==> src/rtl/booth_pkg.sv <==
// Shared types for the radix-2 Booth multiplier sequencer: controller states,
// datapath ALU operation codes and the Booth recoding of one multiplier bit pair.
package booth_pkg;

    typedef enum logic [2:0] {
        IDLE  = 3'd0,
        LOAD  = 3'd1,
        CALC  = 3'd2,
        SHIFT = 3'd3,
        DONE  = 3'd4
    } state_e;

    localparam logic [1:0] OP_NONE = 2'b00;
    localparam logic [1:0] OP_ADD  = 2'b01;
    localparam logic [1:0] OP_SUB  = 2'b10;

    // Radix-2 Booth recoding of {Q[0], Q[-1]}: 10 starts a run of ones (subtract),
    // 01 ends a run (add), 00/11 are inside a run (no operation).
    function automatic logic [1:0] booth_decode(input logic q0, input logic qm1);
        logic [1:0] op;
        op = OP_NONE;
        if (q0 && !qm1) begin
            op = OP_SUB;
        end else if (!q0 && qm1) begin
            op = OP_ADD;
        end
        return op;
    endfunction

endpackage

==> src/rtl/booth_step_counter.sv <==
// Iteration counter for the Booth sequencer. Cleared when a new operation is
// loaded (and when a finished product is handed off), advanced once per shift.
module booth_step_counter #(
    parameter int CNT_W = 4
) (
    input  logic             i_clk,
    input  logic             i_reset,
    input  logic             i_clr,
    input  logic             i_en,
    output logic [CNT_W-1:0] o_cnt
);

    logic [CNT_W-1:0] r_cnt;

    // Up-counter; reset and clear both return it to zero, clear wins over enable.
    always_ff @(posedge i_clk) begin
        if (i_reset || i_clr) begin
            r_cnt <= '0;
        end else if (i_en) begin
            r_cnt <= r_cnt + 1'b1;
        end
    end

    assign o_cnt = r_cnt;

endmodule

==> src/rtl/booth_ctrl.sv <==
// Sequencing FSM for a radix-2 Booth multiplier datapath. Accepts an operand
// request, pulses the datapath load, runs WIDTH add/sub-then-shift iterations
// and offers the product {A,Q} on a valid/ready handshake. No operand arithmetic.
module booth_ctrl
    import booth_pkg::*;
#(
    parameter  int WIDTH = 8,
    localparam int CNT_W = $clog2(WIDTH) + 1
) (
    input  logic             clk,
    input  logic             reset,
    input  logic             start_valid_i,
    output logic             start_ready_o,
    input  logic             q0_i,
    input  logic             qm1_i,
    output logic             load_o,
    output logic [1:0]       op_o,
    output logic             shift_o,
    output logic             done_valid_o,
    input  logic             done_ready_i,
    output logic             busy_o,
    output logic [CNT_W-1:0] step_o
);

    state_e           r_state;
    state_e           w_state_nxt;
    logic [CNT_W-1:0] w_step;
    logic             w_last;
    logic             w_cnt_clr;

    // The step counter is also cleared on the product handoff so that step_o
    // reads zero again once the controller is back in IDLE.
    assign w_cnt_clr = load_o | (done_valid_o & done_ready_i);
    assign w_last    = (w_step == CNT_W'(WIDTH - 1));

    booth_step_counter #(
        .CNT_W (CNT_W)
    ) u_step_counter (
        .i_clk   (clk),
        .i_reset (reset),
        .i_clr   (w_cnt_clr),
        .i_en    (shift_o),
        .o_cnt   (w_step)
    );

    // State register; reset aborts any operation in flight.
    always_ff @(posedge clk) begin
        if (reset) begin
            r_state <= IDLE;
        end else begin
            r_state <= w_state_nxt;
        end
    end

    // Next-state and strobe decode; every strobe is owned by exactly one state.
    always_comb begin
        w_state_nxt   = r_state;
        start_ready_o = 1'b0;
        load_o        = 1'b0;
        op_o          = OP_NONE;
        shift_o       = 1'b0;
        done_valid_o  = 1'b0;
        case (r_state)
            IDLE: begin
                start_ready_o = 1'b1;
                if (start_valid_i) begin
                    w_state_nxt = LOAD;
                end
            end
            LOAD: begin
                load_o      = 1'b1;
                w_state_nxt = CALC;
            end
            CALC: begin
                op_o        = booth_decode(q0_i, qm1_i);
                w_state_nxt = SHIFT;
            end
            SHIFT: begin
                shift_o     = 1'b1;
                w_state_nxt = w_last ? DONE : CALC;
            end
            DONE: begin
                done_valid_o = 1'b1;
                if (done_ready_i) begin
                    w_state_nxt = IDLE;
                end
            end
            default: begin
                w_state_nxt = IDLE;
            end
        endcase
    end

    assign busy_o = (r_state != IDLE);
    assign step_o = w_step;

endmodule
==> config.mk <==
export PLATFORM = sky130hd
export DESIGN_NAME = booth_ctrl
export DESIGN_NICKNAME = d
export VERILOG_FILES = /design/src/rtl/booth_pkg.sv /design/src/rtl/booth_step_counter.sv /design/src/rtl/booth_ctrl.sv
export SDC_FILE = /design/constraint.sdc
export NUM_CORES = 1
export LEC_CHECK = 0
export BUFFER_PORTS_ARGS = -buffer_cell sky130_fd_sc_hd__buf_2
export CORE_MARGIN = 2
export CORE_UTILIZATION = 30
export DETAILED_ROUTE_END_ITERATION = 8
export PLACE_DENSITY_LB_ADDON = 0.2
export SLEW_MARGIN = 20
export SYNTH_ARGS = -nofsm -noshare
export SYNTH_HDL_FRONTEND = slang
export SYNTH_SLANG_ARGS = --single-unit
==> constraint.sdc <==
create_clock -name clk -period 4.28 [get_ports clk]
set_clock_uncertainty 0.2 [all_clocks]
set_input_delay 0.214 -clock clk [delete_from_list [all_inputs] [get_ports clk]]
set_output_delay 0.214 -clock clk [all_outputs]
set_load 0.01 [all_outputs]
---- After elaboration in Yosys (flattened, before gate mapping) ----
Cells that the tools add are included.
word-level totals
  input port bits ......................... 6
  register bits after elaboration ......... 7
  word-level logic and storage cells ...... 31
cells by class
  bitwise operators ....................... 2
  reductions and logical operators ........ 8
  add/sub/neg operators ................... 1
  multiplexer cells ....................... 11
  eq/ne operators ......................... 7
operator list
  operator                                       number
  case mux 3 bit (5 select lines)                1
  2-to-1 mux 3 bit                               3
  == test 3 x 2 -> 1 bit, second input constant  2
  2-to-1 mux 1 bit                               5
  adder 4 x 1 -> 4 bit, second input constant    1
  == test 4 x 3 -> 1 bit, second input constant  1
  2-to-1 mux 2 bit                               2
  inequality test 2 bit, second input constant   2
  == test 3 x 1 -> 1 bit, second input constant  1
  == test 3 bit, second input constant           1
  logical NOT 3 bit                              1
  nonzero test 3 bit                             1
  logical AND 1 bit                              2
  logical NOT 1 bit                              2
  AND reduction 2 bit                            1
  AND 1 bit                                      1
  logical OR 1 bit                               1
  OR 1 bit                                       1

---- Longest topological paths before layout ----
Gate-level depths: netlist (run 1).
  depth after elaboration ................. 5
  gate-level depth with buffers ........... 4
  mapped depth without buffers ............ 4

---- Cells and area by module ----
From an unflattened synthesis (run 1), not the netlist that was laid out.
unflattened totals
  cell total of the unflattened synthesis .. 41
  area total of the unflattened synthesis .. 384.1 um^2
modules (own cells, without submodules)
  module              instances  cells each  area each (um^2)  seq. area each (um^2)
  booth_ctrl          1          24          206.4             60.1
  booth_step_counter  1          17          177.7             80.1

---- Least setup slack after synthesis (run 1) ----
OpenSTA, ideal clock, no wires.
  path type ............................... register to output
  start ................................... reg r_state[2]
  end ..................................... out op_o[0]
  buffers on the path ..................... 1
  setup slack ............................. 2.802 ns
  cell stages (with the launch flop) ...... 4
  arrival ................................. 1.064 ns
  required time ........................... 3.866 ns
  cell sequence ........................... dfxtp_1 > buf_2 > nand2b_1 > nor4b_1
between the ends
  cells in the longest elaborated chain, start to end .. 2
ends and longest elaborated chain
  item                    RTL line          RTL
  start, declared         booth_ctrl.sv:25  state_e r_state;
  start signal, assigned  booth_ctrl.sv:51  r_state <= w_state_nxt;
  == test 3 x 2 -> 1 bit  booth_ctrl.sv:63  case (r_state)
  2-to-1 mux 2 bit        booth_ctrl.sv:63
  end, declared           booth_ctrl.sv:17  output logic [1:0] op_o,
No other way between the ends.

---- Final worst setup path (run 1) ----
  start ................................... reg r_state[1]
  end ..................................... out op_o[0]
The elaborated chain is that of the path after synthesis.

==> impl_metrics.py, run 1 <==
metrics = {
    "status": {
        "status": "finished clean",
    },
    "clock_network": {
        "holdBufCountCts": 0,
        "h-tree-depth": 1,
        "cts.sinks": 7,
        "clock_path_buffers": 2,
        "clk_latency_ns": 0.24,
        "cts_resized": 0,
        "cts_tree": "built",
        "postCtsSetupRepairBufs": 0,
        "root_buffer": "clkbuf_4",
        "cts_buffers": 3,
        "path_clk_slew_ns": 0.05,
    },
    "synth": {
        "ys_top_cells_by_area": "dfxtp_1 36%, nand3b_1 5.7%, nor3b_1 5.7%, a21oi_1 5.1%, nand2b_1 4.8%",
        "yosysTopAreaCell": "dfxtp_1",
        "yosysWarnings": 0,
        "synth_cells": 46,
        "syn-cell-area_sq_um": 393,
        "yosysSeqAreaShare": 0.357,
        "avgSynthCellArea_sq_um": 8.54,
        "ys_ff_latch": 7,
        "yosys.area.top_type_share": 0.357,
        "synth_fp_nets": 53,
        "synth_cell_types": 21,
    },
    "power": {
        "seqPwrFrac": 0.477,
        "pwr-share-comb": 0.129,
        "p_leak_nw": 0.224,
        "powerDensity_mw_per_mm2": 299,
        "switching_power_w": 0.0000385,
        "peakVddDrop_mv": 0.123,
        "p_int_w": 0.000112,
        "clkPwrFrac": 0.394,
        "p_total_w": 0.000150,
        "switching_share": 0.257,
    },
    "placed_design": {
        "io_buffers": 16,
        "gp_congestion": 0.703,
        "dpl.hpwl_microns": 618,
        "dp_slack_ns": 2.70,
        "placed_area_sq_um": 477,
    },
    "sta": {
        "tightest_slew_ns": 0.337,
        "max-slew-margin-rel": 0.775,
        "fin_crit_ns": 1.78,
        "fin_setup_tns_ns": 0,
        "timing.final.ws_setup_ns": 2.50,
        "drv_slew": 0,
        "rsz0062_at_grt": "false",
        "hold_viol_final": 0,
        "timing.fmax_mhz": 561,
        "setup_violations": 0,
        "period_share": 0.417,
    },
    "routing": {
        "first_iter_violations": 5,
        "drc_errors": 0,
        "dr.pass1.iters": 4,
        "wire_per_inst_microns": 10.0,
        "via_count": 379,
        "wirelength_microns": 783,
        "routed_via_density": 4.86,
        "ant_nets": 0,
    },
    "floorplanning": {
        "chipHeight_microns": 40.2,
        "start_util": 0.310,
        "core_sq_mm": 0.00127,
        "die_w_microns": 40.2,
        "io_pins": 17,
        "dieArea_sq_mm": 0.00162,
        "rows": 13,
    },
    "critical_path": {
        "end_kind": "output port",
        "cp.required_ns": 3.87,
        "critPathSlowestCell": "dfxtp_1",
        "crit_path_cell_trace": "nand2b_1 -> nor4b_1 -> buf_2",
        "cp-start-kind": "register",
        "crit_arrival_ns": 1.37,
        "criticalPathCategory": "reg -> out",
        "cp_max_fo": 12,
        "cp_slowest_stage_delay_ns": 0.51,
    },
    "global_routing": {
        "grt.overflow.total": 0,
        "grt_usage": 0.109,
        "grt_max_degree": 13,
        "grt_pass1_wl_microns": 1120,
        "antenna_found_initial": 0,
        "grt_pass1_vias": 286,
    },
    "final_layout": {
        "n_antenna_cell": 0,
        "nNetsFinal": 71,
        "drive_gt1_frac": 0.333,
        "syn2layout_area_growth_pct": 28.0,
        "final_common_cell": "buf_2",
        "fillerInstances": 142,
        "postLayoutCellArea_sq_um": 503,
        "layout_common_cells": "16 x buf_2, 7 x dfxtp_1, 4 x a21oi_1",
    },
    "min_path": {
        "holdCritPathClass": "in -> reg",
    },
    "flow_run": {
        "drv_cap": 0,
    },
}
## registers in the layout (all words and copies together), names as in the netlist
signal	flops
u_step_counter.o_cnt	4
r_state	3
## final timing paths
check,to,startpoint,cells after the start,slack (ns)
max reg2reg,u_step_counter.o_cnt[3],r_state[1],3,2.67
max,op_o[0],r_state[1],3,2.50
min,r_state[2],reset,2,0.03
min reg2reg,u_step_counter.o_cnt[3],u_step_counter.o_cnt[3],2,0.36
## worst max-delay path: cells and delay by family (launching register included)
family | cells | cell delay [ns]
flip-flops | 1 | 0.51
AND/OR/NAND/NOR | 2 | 0.43
buffers and inverters | 1 | 0.19
## cells in the mapped netlist
library cell,number
a211oi_2,1
xor2_1,1
inv_2,1
mux2i_1,1
buf_2,3
dfxtp_1,7
ha_1,1
nand3b_1,3
or3_1,2
o21ai_0,1
nand2b_1,3
nor4b_1,2
or4b_1,1
nor2_1,3
nor3_1,3
nor4_1,2
a21oi_1,4
nand3_1,2
nand4b_1,1
inv_1,1
nor3b_1,3
## metrics by stage
step	instances	utilization	hold WS [ns]
after floorplan	46	-	0.0831
after global placement	74	0.376	0.290
after detailed placement	74	0.376	0.292
after CTS	78	0.396	0.0225
after global routing	78	0.396	0.0260
final	78	0.396	0.0304
## power by group through the flow
stage               clock [W]  combinational [W]  sequential, W
finish              0.0000592          0.0000194      0.0000716
global route        0.0000664          0.0000216      0.0000724
CTS                 0.0000621          0.0000198      0.0000714
detailed placement          0          0.0000198      0.0000729
global placement            0          0.0000198      0.0000731
floorplan                   0          0.0000148      0.0000696
## layer usage
| metal | track usage | routed length (microns) |
|---|---|---|
| met5 | 0 | 0 |
| met3 | 0.0500 | 19 |
| met4 | 0.0500 | 0 |
| met1 | 0.136 | 366 |
| met2 | 0.157 | 396 |
## kinds of logic after synthesis
| kind of cell | after synthesis | share of synthesized area |
|---|---|---|
| mux | 1 | 0.0255 |
| flops | 7 | 0.357 |
| compound gates | 6 | 0.0955 |
| fa+ha+maj | 1 | 0.0318 |
| xor+xnor | 1 | 0.0223 |
| simple gates | 25 | 0.411 |
| buf+inv | 5 | 0.0573 |
## area by class of cell
type | instances | area [sq um] | share of cell area
multi-input cells | 34 | 230 | 0.458
flip-flops and latches | 7 | 140 | 0.279
well taps | 15 | 18.8 | 0.0373
clock buffers | 4 | 26.3 | 0.0522
inverters | 2 | 7.51 | 0.0149
repair buffers | 16 | 80.1 | 0.159
Note: power is estimated with default switching activity, not from simulation.
==> run 2: changes to the inputs <==
--- a/config.mk
+++ b/config.mk
@@ -5,10 +5,11 @@
 export SDC_FILE = /design/constraint.sdc
 export NUM_CORES = 1
 export LEC_CHECK = 0
+export ABC_AREA = 1
 export BUFFER_PORTS_ARGS = -buffer_cell sky130_fd_sc_hd__buf_2
-export CORE_MARGIN = 2
-export CORE_UTILIZATION = 30
+export CORE_AREA = 2 2 39 41
 export DETAILED_ROUTE_END_ITERATION = 8
+export DIE_AREA = 0 0 41 43
 export PLACE_DENSITY_LB_ADDON = 0.2
 export SLEW_MARGIN = 20
 export SYNTH_ARGS = -nofsm -noshare
==> constraint.sdc (replaced) <==
create_clock -name clk -period 1.7 [get_ports clk]
set_clock_uncertainty 0.2 [all_clocks]
set_input_delay 0.085 -clock clk [delete_from_list [all_inputs] [get_ports clk]]
set_output_delay 0.085 -clock clk [all_outputs]
set_load 0.01 [all_outputs]
==> run 2 against run 1 <==
  * Wire length is 12% higher
  * Clock power grew to 2.6 times the previous value
  * Design area up 7.5%
  * Largest cell class unchanged
==> impl_metrics.py, run 2 <==
metrics = {
    "critical_path": {
        "cp-start-kind": "register",
        "critPathLaunch": "r_state[2]",
        "reg2reg_from": "r_state[2]",
        "criticalPathCategory": "reg -> out",
        "rr_worst_depth": 4,
        "crit_arrival_ns": 1.26,
        "rrSetupSlack_ns": 0.44,
        "cp_max_fo": 6,
        "reg2reg_to": "u_step_counter.o_cnt[3]",
        "end_kind": "output port",
        "cp.required_ns": 1.41,
        "crit_path_end": "op_o[1]",
    },
    "routing": {
        "routed_via_density": 4.58,
        "via_count": 453,
        "ant_nets": 0,
        "wire_per_inst_microns": 8.89,
        "wl_met1_microns": 395,
        "drc_errors": 0,
        "wl_met2_microns": 387,
        "highest_layer": "met4",
        "first_iter_violations": 16,
        "dr.pass1.iters": 4,
        "dr_wl_met3_microns": 85,
        "wirelength_microns": 880,
    },
    "clock_network": {
        "cts_buffers": 3,
        "h-tree-depth": 1,
        "path_clk_slew_ns": 0.06,
        "clk_latency_ns": 0.25,
        "postCtsSetupRepairBufs": 0,
        "cts.sinks": 7,
        "cts_tree": "built",
        "clock_path_buffers": 2,
        "root_buffer": "clkbuf_4",
    },
    "final_layout": {
        "n_antenna_cell": 0,
        "final_cells": 99,
        "layout_common_cells": "16 x buf_2, 12 x nand2_1, 11 x inv_1",
        "fillerInstances": 160,
        "final_common_cell": "buf_2",
        "drive_gt1_frac": 0.253,
        "syn2layout_area_growth_pct": 40.7,
        "largest_reg_flops": 4,
        "nNetsFinal": 91,
    },
    "synth": {
        "ys_top_cells_by_area": "dfxtp_1 36%, nand2_1 12%, inv_1 11%, nand3_1 10%, nor2_1 9.8%",
        "ys.flop_type": "dfxtp_1",
        "synth_common_cells": "12 x nand2_1, 11 x inv_1, 10 x nor2_1",
        "synthArstFlopShare": 0,
        "yosys.area.top_type_share": 0.365,
        "synth_most_common_cell": "nand2_1",
        "syn-cell-area_sq_um": 384,
        "yosysTopAreaCell": "dfxtp_1",
        "yosysWarnings": 0,
        "synth-edff-count": 0,
        "synth_fp_nets": 67,
        "yosysSeqAreaShare": 0.365,
        "ys_ff_latch": 7,
        "avgSynthCellArea_sq_um": 6.40,
        "synth_cell_types": 11,
        "synth_cells": 60,
    },
    "floorplanning": {
        "core_sq_mm": 0.00138,
        "io_pins": 17,
        "dieArea_sq_mm": 0.00176,
        "chipHeight_microns": 43,
        "die_w_microns": 41,
        "rows": 14,
        "start_util": 0.278,
    },
    "sta": {
        "fin_setup_tns_ns": 0,
        "setup_violations": 0,
        "hold_viol_final": 0,
        "rsz0062_at_grt": "false",
        "fin_crit_ns": 1.54,
        "drv_slew": 0,
        "timing.fmax_mhz": 649,
        "max-slew-margin-rel": 0.828,
        "tightest_slew_ns": 0.257,
        "period_share": 0.906,
    },
    "placed_design": {
        "gp_congestion": 0.700,
        "io_buffers": 16,
        "dpl.hpwl_microns": 675,
        "dp_cells": 92,
    },
    "flow_run": {
        "drv_cap": 0,
    },
    "global_routing": {
        "grt_pass1_wl_microns": 1410,
        "grt.overflow.total": 0,
        "grt_usage": 0.122,
        "grt_max_degree": 10,
        "antenna_found_initial": 0,
        "grt_pass1_vias": 360,
    },
    "min_path": {
        "min_path_cells": 3,
        "holdCritPathClass": "in -> out",
    },
    "power": {
        "peakVddDrop_mv": 0.281,
        "p_leak_nw": 0.266,
        "powerDensity_mw_per_mm2": 747,
    },
    "status": {
        "status": "finished clean",
    },
}
[run 2: cell count changes in the layout (fill, tap and decap cells not counted), sizes merged, moves of 2 or more]
cell	before	now
nor3b	3	0
nor2	3	11
dlygate4sd3	0	3
nor4	2	0
inv	2	11
nand3	2	8
or3	2	0
nor4b	2	0
nand2	0	13
nand2b	3	0
[run 2: area by class of cell]
cell class	count	area, sq um	share of cell area
Multi-Input combinational cell	42	203	0.375
Sequential cell	7	140	0.259
Timing Repair Buffer	19	110	0.204
Inverter	11	41.3	0.0764
Clock buffer	4	26.3	0.0486
Tap cell	16	20.0	0.0370
[run 2: critical path, cell delays in order (launching register included)]
cell,delay [ns]
dfxtp_1,0.37
nor2_1,0.24
nand2_1,0.11
nor3_1,0.13
buf_2,0.15
[run 2: how the worst min path moves through the flow]
stage,from,to,slack [ns]
finish,qm1_i,op_o[1],0.22
global placement,reset,r_state[2],0.10
CTS,qm1_i,op_o[1],0.22
floorplan,reset,r_state[2],-0.05
detailed placement,reset,r_state[2],0.1
global route,qm1_i,op_o[1],0.24
[run 2: power breakdown]
group	internal, W	switching (W)	leakage (nW)
combinational	0.0000314	0.0000402	0.194
clock	0.0000897	0.0000638	0.0150
sequential	0.000170	0.00000854	0.0569
[run 2: routing by layer]
layer	track usage	vias to the layer above
li1	-	236
met1	0.142	193
met2	0.175	22
met3	0.0314	2
met4	0.100	0
met5	0	-
[run 2: repair_timing]
| item | 4_1_cts | 5_1_grt |
|---|---|---|
| resized for setup | 0 | 0 |
| endpoints found under the hold margin | 3 | 0 |
| hold buffers | 3 | 0 |
[run 2: logic make-up (layout without fill, tap and decap cells)]
kind of cell	Yosys count	after routing	share of synthesized area
compound gates	5	5	0.0651
buf+inv	11	34	0.107
fa+ha+maj	1	1	0.0326
simple gates	36	36	0.430
flops	7	7	0.365
[run 2: per-stage QoR]
step                 util  hold slack (ns)  instance area [sq um]  power [W]  worst slack [ns]
finish              0.391            0.222                    541   0.000404             0.160
global placement    0.350            0.103                    484   0.000249             0.450
global route        0.391            0.240                    541   0.000436            0.0342
CTS                 0.391            0.224                    541   0.000411             0.151
floorplan               -          -0.0459                    384   0.000223             0.520
detailed placement  0.350           0.0980                    484   0.000249             0.444
==> run 3: changes to the inputs <==
--- a/config.mk
+++ b/config.mk
@@ -5,11 +5,10 @@
 export SDC_FILE = /design/constraint.sdc
 export NUM_CORES = 1
 export LEC_CHECK = 0
-export ABC_AREA = 1
 export BUFFER_PORTS_ARGS = -buffer_cell sky130_fd_sc_hd__buf_2
-export CORE_AREA = 2 2 39 41
+export CORE_MARGIN = 2
+export CORE_UTILIZATION = 30
 export DETAILED_ROUTE_END_ITERATION = 8
-export DIE_AREA = 0 0 41 43
 export PLACE_DENSITY_LB_ADDON = 0.2
 export SLEW_MARGIN = 20
 export SYNTH_ARGS = -nofsm -noshare
==> run 3 against run 2 <==
  * Non-clock buffer count is 3 higher
  * Register-to-register slack lost 0.22 ns
  * Design area up 5.8%
  * Via count is 9.3% lower
  * Die area is 8.4% lower
  * Critical path depth stayed put
  * Core utilization grew 6.0 points
==> impl_metrics.py, run 3 (synthesized netlist as in run 1, its figures left out) <==
metrics = {
    "global_routing": {
        "grt_pass1_wl_microns": 1390,
        "grt_usage": 0.136,
        "grt_max_degree": 13,
        "grt.overflow.total": 0,
        "antenna_found_initial": 0,
        "grt_pass1_vias": 321,
    },
    "routing": {
        "drc_errors": 0,
        "wire_per_inst_microns": 11.3,
        "routed_via_density": 4.89,
        "wirelength_microns": 953,
        "dr.pass1.iters": 4,
        "ant_nets": 0,
        "first_iter_violations": 10,
        "via_count": 411,
    },
    "clock_network": {
        "path_clk_slew_ns": 0.05,
        "h-tree-depth": 1,
        "cts_buffers": 3,
        "cts.sinks": 7,
        "root_buffer": "clkbuf_4",
        "clock_path_buffers": 2,
        "cts_tree": "built",
        "clk_latency_ns": 0.25,
    },
    "sta": {
        "hold_viol_final": 0,
        "fin_crit_ns": 1.65,
        "timing.final.ws_setup_ns": 0.0532,
        "max-slew-margin-rel": 0.782,
        "drv_slew": 0,
        "rsz0062_at_grt": "false",
        "fin_setup_tns_ns": 0,
        "tightest_slew_ns": 0.326,
        "setup_violations": 0,
        "period_share": 0.969,
        "holdWs_ns": 0.235,
        "timing.fmax_mhz": 607,
    },
    "critical_path": {
        "cp.buffers_inverters": 3,
        "cp.required_ns": 1.41,
        "critPathSlowestCell": "or3_1",
        "end_kind": "output port",
        "critPathLaunch": "r_state[0]",
        "cp-start-kind": "register",
        "criticalPathCategory": "reg -> out",
        "rr_worst_depth": 3,
        "path_depth": 4,
        "reg2reg_from": "r_state[0]",
        "cp_max_fo": 7,
        "cp_slowest_stage_delay_ns": 0.39,
        "critical-path-top-delay-family": "simple AND/OR/NAND/NOR gates",
        "crit_arrival_ns": 1.36,
        "crit_path_cell_trace": "buf_4 -> or3_1 -> inv_2 -> buf_2",
    },
    "placed_design": {
        "dp_slack_ns": 0.247,
        "io_buffers": 16,
        "dp_cells": 77,
        "dpl.hpwl_microns": 659,
        "gp_congestion": 0.717,
    },
    "power": {
        "p_leak_nw": 0.255,
        "p_total_w": 0.000400,
        "peakVddDrop_mv": 0.234,
        "powerDensity_mw_per_mm2": 699,
    },
    "final_layout": {
        "layout_common_cells": "16 x buf_2, 7 x dfxtp_1, 4 x a21oi_1",
        "n_antenna_cell": 0,
        "final_cells": 84,
        "largest_reg_flops": 4,
        "fillerInstances": 138,
        "final_common_cell": "buf_2",
        "nNetsFinal": 77,
        "syn2layout_area_growth_pct": 45.5,
        "drive_gt1_frac": 0.377,
    },
    "floorplanning": {
        "chipHeight_microns": 40.2,
        "die_w_microns": 40.2,
        "rows": 13,
        "io_pins": 17,
        "core_sq_mm": 0.00127,
        "dieArea_sq_mm": 0.00162,
        "start_util": 0.310,
    },
    "flow_run": {
        "drv_cap": 0,
    },
    "min_path": {
        "min_from": "q0_i",
        "holdCritPathClass": "in -> out",
        "min_path_cells": 3,
    },
    "status": {
        "status": "finished clean",
    },
}
## run 3: cell count changes in the layout (fill, tap and decap cells not counted), moves of 2 or more
cell | before | now
buf_4 | 0 | 2
inv_1 | 11 | 1
nand2_1 | 12 | 0
nand2b_1 | 0 | 3
nand3_1 | 8 | 2
nor2_1 | 10 | 3
nor3b_1 | 0 | 3
nor4_1 | 0 | 2
nor4b_2 | 0 | 2
or3_1 | 0 | 2
## run 3: what timing repair did
item,in CTS,in global routing
hold buffers,3,0
resized for setup,0,3
endpoints found under the hold margin,7,0
endpoints found under the setup margin,0,2
setup buffers,0,0
## run 3: stage by stage
stage / cell area (sq um) / utilization
global placement: 499 / 0.393
detailed placement: 499 / 0.393
floorplan: 393 / -
finish: 572 / 0.451
global route: 572 / 0.451
CTS: 556 / 0.438
## run 3: cell type report
type                    instances  area (sq um)  area share
well taps                      15          18.8      0.0328
inverters                       2          7.51      0.0131
multi-input cells              34           243       0.425
flip-flops and latches          7           140       0.245
clock buffers                   4          26.3      0.0460
repair buffers                 22           136       0.239
## run 3: final timing paths
kind	to	slack, ns
worst max-delay path	start_ready_o	0.05
worst max register to register	r_state[2]	0.22
worst min-delay path	op_o[0]	0.23
worst min register to register	u_step_counter.o_cnt[3]	0.35
## run 3: worst reg2reg max path, delay by kind of cell, from the launching register on
| kind | cells | cell delay [ns] |
|---|---|---|
| AOI/OAI and AO/OA | 1 | 0.14 |
| and+or+nand+nor | 2 | 0.63 |
| DFF | 1 | 0.44 |
## run 3: metal layers
layer | global-route usage | wire (microns) | up-vias
li1 | - | - | 215
met1 | 0.179 | 452 | 186
met2 | 0.177 | 458 | 10
met3 | 0.0833 | 43 | 0
met4 | 0.0500 | 0 | 0
met5 | 0 | 0 | -
## run 3: power breakdown
part	switching, W	internal [W]	total, W	leakage [nW]
Clock	0.0000627	0.0000897	0.000152	0.0150
Combinational	0.0000368	0.0000352	0.0000720	0.183
Sequential	0.00000642	0.000169	0.000175	0.0569
